--- src/rtl/mem_line_xfer.sv ---
// mem_line_xfer: turns single-cycle cache requests into word-serial line writeback/fill bursts on a main-memory port.
// Optional MEM_LINE_XFER_STAT_EN adds saturating completed-writeback/fill counters.
module mem_line_xfer #(
  parameter int ADDR_LEN      = 11,
  parameter int LINE_ADDR_LEN = 3,
  localparam int TAG_LEN      = ADDR_LEN - LINE_ADDR_LEN
) (
  input  logic                     clk,
  input  logic                     rst,
  input  logic                     req_wb,
  input  logic [TAG_LEN-1:0]       wb_line_addr,
  input  logic                     req_fill,
  input  logic [TAG_LEN-1:0]       fill_line_addr,
  output logic [LINE_ADDR_LEN-1:0] wb_idx,
  input  logic [31:0]              wb_word,
  output logic                     fill_valid,
  output logic [LINE_ADDR_LEN-1:0] fill_idx,
  output logic [31:0]              fill_data,
  output logic                     busy,
  output logic                     done,
  output logic [ADDR_LEN-1:0]      mem_addr,
  output logic                     mem_wr_req,
  output logic [31:0]              mem_wr_data,
  input  logic [31:0]              mem_rd_data
`ifdef MEM_LINE_XFER_STAT_EN
  ,
  output logic [15:0]              stat_wb_cnt,
  output logic [15:0]              stat_fill_cnt
`endif
);
  localparam logic [2:0] S_IDLE = 3'd0;
  localparam logic [2:0] S_WB   = 3'd1;
  localparam logic [2:0] S_FILL = 3'd2;
  localparam logic [2:0] S_TAIL = 3'd3;
  localparam logic [2:0] S_DONE = 3'd4;
  logic [2:0]               r_state;
  logic [LINE_ADDR_LEN-1:0] r_idx;
  logic                     r_pend_fill;
  logic [TAG_LEN-1:0]       r_wb_line;
  logic [TAG_LEN-1:0]       r_fill_line;
  logic                     w_wb;
  logic                     w_fill;
  assign w_wb       = r_state == S_WB;
  assign w_fill     = r_state == S_FILL;
  assign busy       = r_state != S_IDLE;
  assign done       = r_state == S_DONE;
  assign wb_idx     = r_idx;
  // The first FILL cycle has no read data yet; the tail cycle sees idx already wrapped to 0.
  assign fill_valid = (w_fill && r_idx != '0) || r_state == S_TAIL;
  assign fill_idx   = fill_valid ? r_idx - 1'b1 : '0;
  assign fill_data  = fill_valid ? mem_rd_data : '0;
  assign mem_addr   = w_wb ? {r_wb_line, r_idx} : w_fill ? {r_fill_line, r_idx} : '0;
  // Gated by rst so the cycle carrying the reset never commits another word.
  assign mem_wr_req = w_wb & ~rst;
  assign mem_wr_data = w_wb ? wb_word : '0;
  always_ff @(posedge clk) begin
    if (rst) begin
      r_state     <= S_IDLE;
      r_idx       <= '0;
      r_pend_fill <= 1'b0;
      r_wb_line   <= '0;
      r_fill_line <= '0;
    end else begin
      case (r_state)
        S_IDLE: if (req_wb || req_fill) begin
          r_wb_line   <= wb_line_addr;
          r_fill_line <= fill_line_addr;
          r_pend_fill <= req_fill;
          r_idx       <= '0;
          r_state     <= req_wb ? S_WB : S_FILL;
        end
        S_WB: begin
          r_idx <= r_idx + 1'b1;
          if (&r_idx) r_state <= r_pend_fill ? S_FILL : S_DONE;
        end
        S_FILL: begin
          r_idx <= r_idx + 1'b1;
          if (&r_idx) r_state <= S_TAIL;
        end
        S_TAIL:  r_state <= S_DONE;
        default: r_state <= S_IDLE;
      endcase
    end
  end
`ifdef MEM_LINE_XFER_STAT_EN
  logic r_pend_wb;
  always_ff @(posedge clk) begin
    if (rst) begin
      r_pend_wb     <= 1'b0;
      stat_wb_cnt   <= '0;
      stat_fill_cnt <= '0;
    end else begin
      if (r_state == S_IDLE && (req_wb || req_fill)) r_pend_wb <= req_wb;
      if (done && r_pend_wb && ~&stat_wb_cnt) stat_wb_cnt <= stat_wb_cnt + 16'd1;
      if (done && r_pend_fill && ~&stat_fill_cnt) stat_fill_cnt <= stat_fill_cnt + 16'd1;
    end
  end
`endif
endmodule

--- config.mk ---
export PLATFORM = sky130hd
export DESIGN_NAME = mem_line_xfer
export DESIGN_NICKNAME = d
export VERILOG_FILES = /design/src/rtl/mem_line_xfer.sv
export SDC_FILE = /design/constraint.sdc
export NUM_CORES = 1
export LEC_CHECK = 0
export CAP_MARGIN = 20
export CORE_MARGIN = 4
export CORE_UTILIZATION = 40
export DETAILED_ROUTE_END_ITERATION = 10
export DONT_BUFFER_PORTS = 1
export GPL_TIMING_DRIVEN = 0
export HOLD_SLACK_MARGIN = 0.05
export MAX_ROUTING_LAYER = met4
export SLEW_MARGIN = 20
export SYNTH_ARGS = -nofsm -noshare
export SYNTH_HDL_FRONTEND = slang
export SYNTH_SLANG_ARGS = --single-unit
--- constraint.sdc ---
create_clock -name clk -period 2 [get_ports clk]
set_input_delay 0.4 -clock clk [delete_from_list [all_inputs] [get_ports clk]]
set_output_delay 0.4 -clock clk [all_outputs]
set_load 0.05 [all_outputs]
# == Word-level counts from Yosys, hierarchy flattened ==
# Index checks and enable logic that the tools add are counted.
# totals
latch_bits,0
wordCells,41
in_bits,84
register_bits,23
rom_bits,0
mem_count,0
ram_bits,0
# classes
magnitude_cmp,0
div,0
n_bitwise,2
mux,13
n_addsub,2
n_mul,0
reduce_logical,12
shifts,0
n_eq_ne,7
# op_table
operator,n
$mux W32,2
$mux W11,2
$mux W3,6
$pmux W3 S4,1
$eq A3 B2 Y1 const B,2
$pmux W3 S2,1
$reduce_and A3 Y1,2
$reduce_bool A3 Y1,2
$ne A2 B1 Y1 const B,2
$reduce_and A2 Y1,2
$add A3 B1 Y3 const B,1
$eq A3 B1 Y1 const B,1
$eq A3 B3 Y1 const B,1
$logic_not A3 Y1,1
$sub A3 B1 Y3 const B,1
$logic_or A1 B1 Y1,2
$mux W2,1
$ne A2 B2 Y1 const B,1
$reduce_bool A2 Y1,1
$reduce_or A2 Y1,1
$and A1 B1 Y1,1
$logic_and A1 B1 Y1,1
$not A1 Y1,1

# == Depth between registers and ports, before layout ==
# depth
word_depth,4
depth_mapped,6

# == Least setup slack after synthesis ==
# No wires, ideal clock.
# synth_path
path_type,reg2out
startpoint,reg r_idx[0] (netlist: wb_idx[0])
endpoint,out fill_idx[2]
path_stages_with_launch,7
arrival_time_ns,2.092
required_ns,1.600
setup_slack_ns,-0.492
path_buffers,1
cell_sequence,dfxtp_1 > inv_1 > ha_1 > inv_1 > o311a_2 > buf_2 > and2_1
# synth_between
elab_chain_cells,4
word_cells_on_any_way,5
# synth_lines
item,line,source
"start, declared",37,logic [LINE_ADDR_LEN-1:0] r_idx;
"start signal, assigned",73,r_idx <= r_idx + 1'b1;
"start signal, assigned",77,r_idx <= r_idx + 1'b1;
$reduce_bool A3 Y1,49,assign fill_valid = (w_fill && r_idx != '0) || r_state == S_TAIL;
$logic_and A1 B1 Y1,49,
$logic_or A1 B1 Y1,49,
via fill_valid,16,"output logic fill_valid,"
$mux W3,50,assign fill_idx = fill_valid ? r_idx - 1'b1 : '0;
"end, declared",17,"output logic [LINE_ADDR_LEN-1:0] fill_idx,"
# The timed path passes the listed nets, and every way through them passes these cells.

# == Worst setup path after layout ==
# layout_path
startpoint,reg r_idx[1] (netlist: wb_idx[1])
endpoint,out fill_idx[2]
# The elaborated chain is that of the path after synthesis.

==> impl_metrics.ini <==
[detailed_routing]
routedWlPerCell_um = 20.0
vias_per_cell = 5.95
first_pass_iters = 4
antenna_left = 0
vias = 1738
drc = 0
drt_iter0_markers = 47
totalWireLength_um = 5850

[synthesis]
synth_seq_cells = 23
synthDistinctLibCells = 35
postSynthCellCount = 223
synth_edf_count = 0
synth.yosys.seq_area_share_pct = 27.6
synth_nets = 311
yosysWarnings = 0
syn-mean-instance-area_um2 = 7.48
ys.flop_type = dfxtp_1
mappedNetlistArea_um2 = 1670
async_flop_share_pct = 0

[min_path]
min_path_type = input port to flop
hp-start = rst
hold_depth = 1
hold_end = r_state[0]

[cts]
cts-root-buf = clkbuf_8
clock_latency_ns = 0.26
cts_max_path_buffers = 2
numCtsBuffers = 3
cts.sinks = 23
cts_tree = done
cts-htree-levels = 1
path_clk_slew_ns = 0.08

[sta]
period_share_pct = 109
tightest_slew_ns = 0.580
fin_ws_ns = -0.171
slew_headroom_pct = 61.3
fin_skew_ns = 0.00286
final_hold_viol_count = 0
slew_violations = 0
finalCriticalPeriod_ns = 2.17
fmax_mhz = 461
setup_violations = 32
rsz0062_at_grt = true
tns_ns = -4.03

[worst_setup_path]
path_class = flop to primary output
r2r-end = r_wb_line[2]
arrival_ns = 1.77
worstSetupStartpointType = flop
end_kind = primary output
rr_worst_depth = 6
r2r_start = r_state[0]
critPathLaunch = wb_idx[1]
crit_path_max_fanout = 6
ff2ff_setup_slack_ns = 0.36
cp.required_ns = 1.60

[run_status]
outcome = complete, but fails checks
violations = setup timing

[global_routing]
grt_pass1_wl_um = 7780
grt_usage_pct = 19.0
first_global_vias = 1591
antenna_found_initial = 0
grt_max_degree = 13
overflow = 0

[power_and_ir_drop]
p_leak_nw = 0.947
vdd.ir_drop.worst_uv = 457
powerDensity_nw_per_um2 = 833

[final_layout]
final_common_cell = and2_4
areaGrowthSynthToFinish_pct = 44.1
insertedDiodeCount = 0
mostFrequentLayoutCells = 32 x and2_4, 25 x and3_4, 21 x a21oi_1
drive_gt1_share_pct = 56.2
fin_nets = 331
fillerInstances = 392
instances_no_fill = 292
final_util_pct = 59.7

[die]
die_area_um2 = 5270
die_w_um = 72.6
start_util_pct = 41.4
design.core.area_um2 = 4030
io_pins = 169
row_count = 23
die_height_um = 72.6

[placement]
gp_congestion = 0.748
portBuffers = 0
dp.cells = 273
place_hpwl_um = 4140

[run]
drv_cap = 0
-- cells by family (layout without fill, tap and decap cells) --
group                      count (synthesis)  in the layout  synth area share [%]
and+or+nand+nor                          109            109                  38.9
xor gates and xnor gates                   3              3                  1.58
adders and majority gates                  4              4                  3.00
DFF                                       23             23                  27.6
AOI/OAI and AO/OA                         52             53                  18.2
muxes                                      1              1                 0.675
buffers and inverters                     31             49                  9.98
-- where the power goes --
group / internal [mW] / switching (mW)
logic: 0.386 / 0.763
registers: 0.509 / 0.0593
clock network: 0.142 / 0.143
-- layout make-up --
type	count	area (um^2)	area share [%]
Multi-Input combinational cell	170	1420	59.1
Buffer	22	209	8.69
Clock buffer	4	45.0	1.87
Sequential cell	23	474	19.7
Tap cell	50	62.6	2.60
Inverter	7	36.3	1.51
Timing Repair Buffer	16	155	6.45
-- layer usage --
metal  up-vias  global-route usage [%]  share of wire [%]
li1        827                       -                  -
met1       826                    23.4                 37
met2        79                    32.5                 54
met3         6                    2.62                7.0
met4         0                    5.53                1.2
met5         -                       -                  0
-- state kept, by name (all words and copies together), names as in the netlist --
signal and flops:
wb_idx 3, r_pend_fill 1, r_fill_line 8, r_state 3
r_wb_line 8
-- what timing repair did --
item / 4_1_cts / 5_1_grt
cloned: 0 / 3
pin swaps: 27 / 17
endpoints found under the setup margin: 81 / 74
setup buffers: 6 / 8
resized for setup: 112 / 46
hold buffers: 0 / 0
-- metrics by stage --
step / area, um^2 / setup WS [ns] / power (mW) / hold WS [ns]
2_1_floorplan: 1740 / -0.0814 / 1.37 / 0.454
3_3_place_gp: 1800 / -0.212 / 1.46 / 0.464
3_5_place_dp: 1800 / -0.258 / 1.47 / 0.468
4_1_cts: 2170 / -0.160 / 1.88 / 0.189
5_1_grt: 2400 / -0.208 / 2.09 / 0.189
6_report: 2400 / -0.171 / 2.00 / 0.197
-- worst max-delay path, stage by stage, from the launching register on --
cell and delay (ns):
dfxtp_4 0.42, inv_4 0.09, ha_4 0.14, inv_4 0.03
o311a_4 0.43, buf_12 0.18, and2_4 0.22
-- synth_stat cells (4+ instances only) --
| master | n | area (um^2) |
|---|---|---|
| and2_1 | 34 | 213 |
| buf_4 | 4 | 30.0 |
| clkbuf_2 | 6 | 30.0 |
| o21ai_0 | 16 | 80.1 |
| clkbuf_1 | 7 | 26.3 |
| nor3_1 | 4 | 20.0 |
| dfxtp_1 | 23 | 460 |
| a21oi_1 | 21 | 105 |
| nor2_1 | 8 | 30.0 |
| a22oi_1 | 8 | 60.1 |
| inv_1 | 6 | 22.5 |
| ha_1 | 4 | 50.1 |
| nand3_1 | 19 | 95.1 |
| buf_2 | 4 | 20.0 |
| and3_1 | 33 | 206 |
-- how the worst max path moves through the flow --
stage	depth (start not counted)	slack, ns	to
after global routing	6	-0.21	fill_idx[2]
after CTS	6	-0.16	fill_idx[2]
after floorplan	6	-0.08	fill_idx[2]
final	6	-0.17	fill_idx[2]
after detailed placement	6	-0.26	fill_idx[2]
after global placement	6	-0.21	fill_idx[2]
Power figures use the tool's default switching activity.
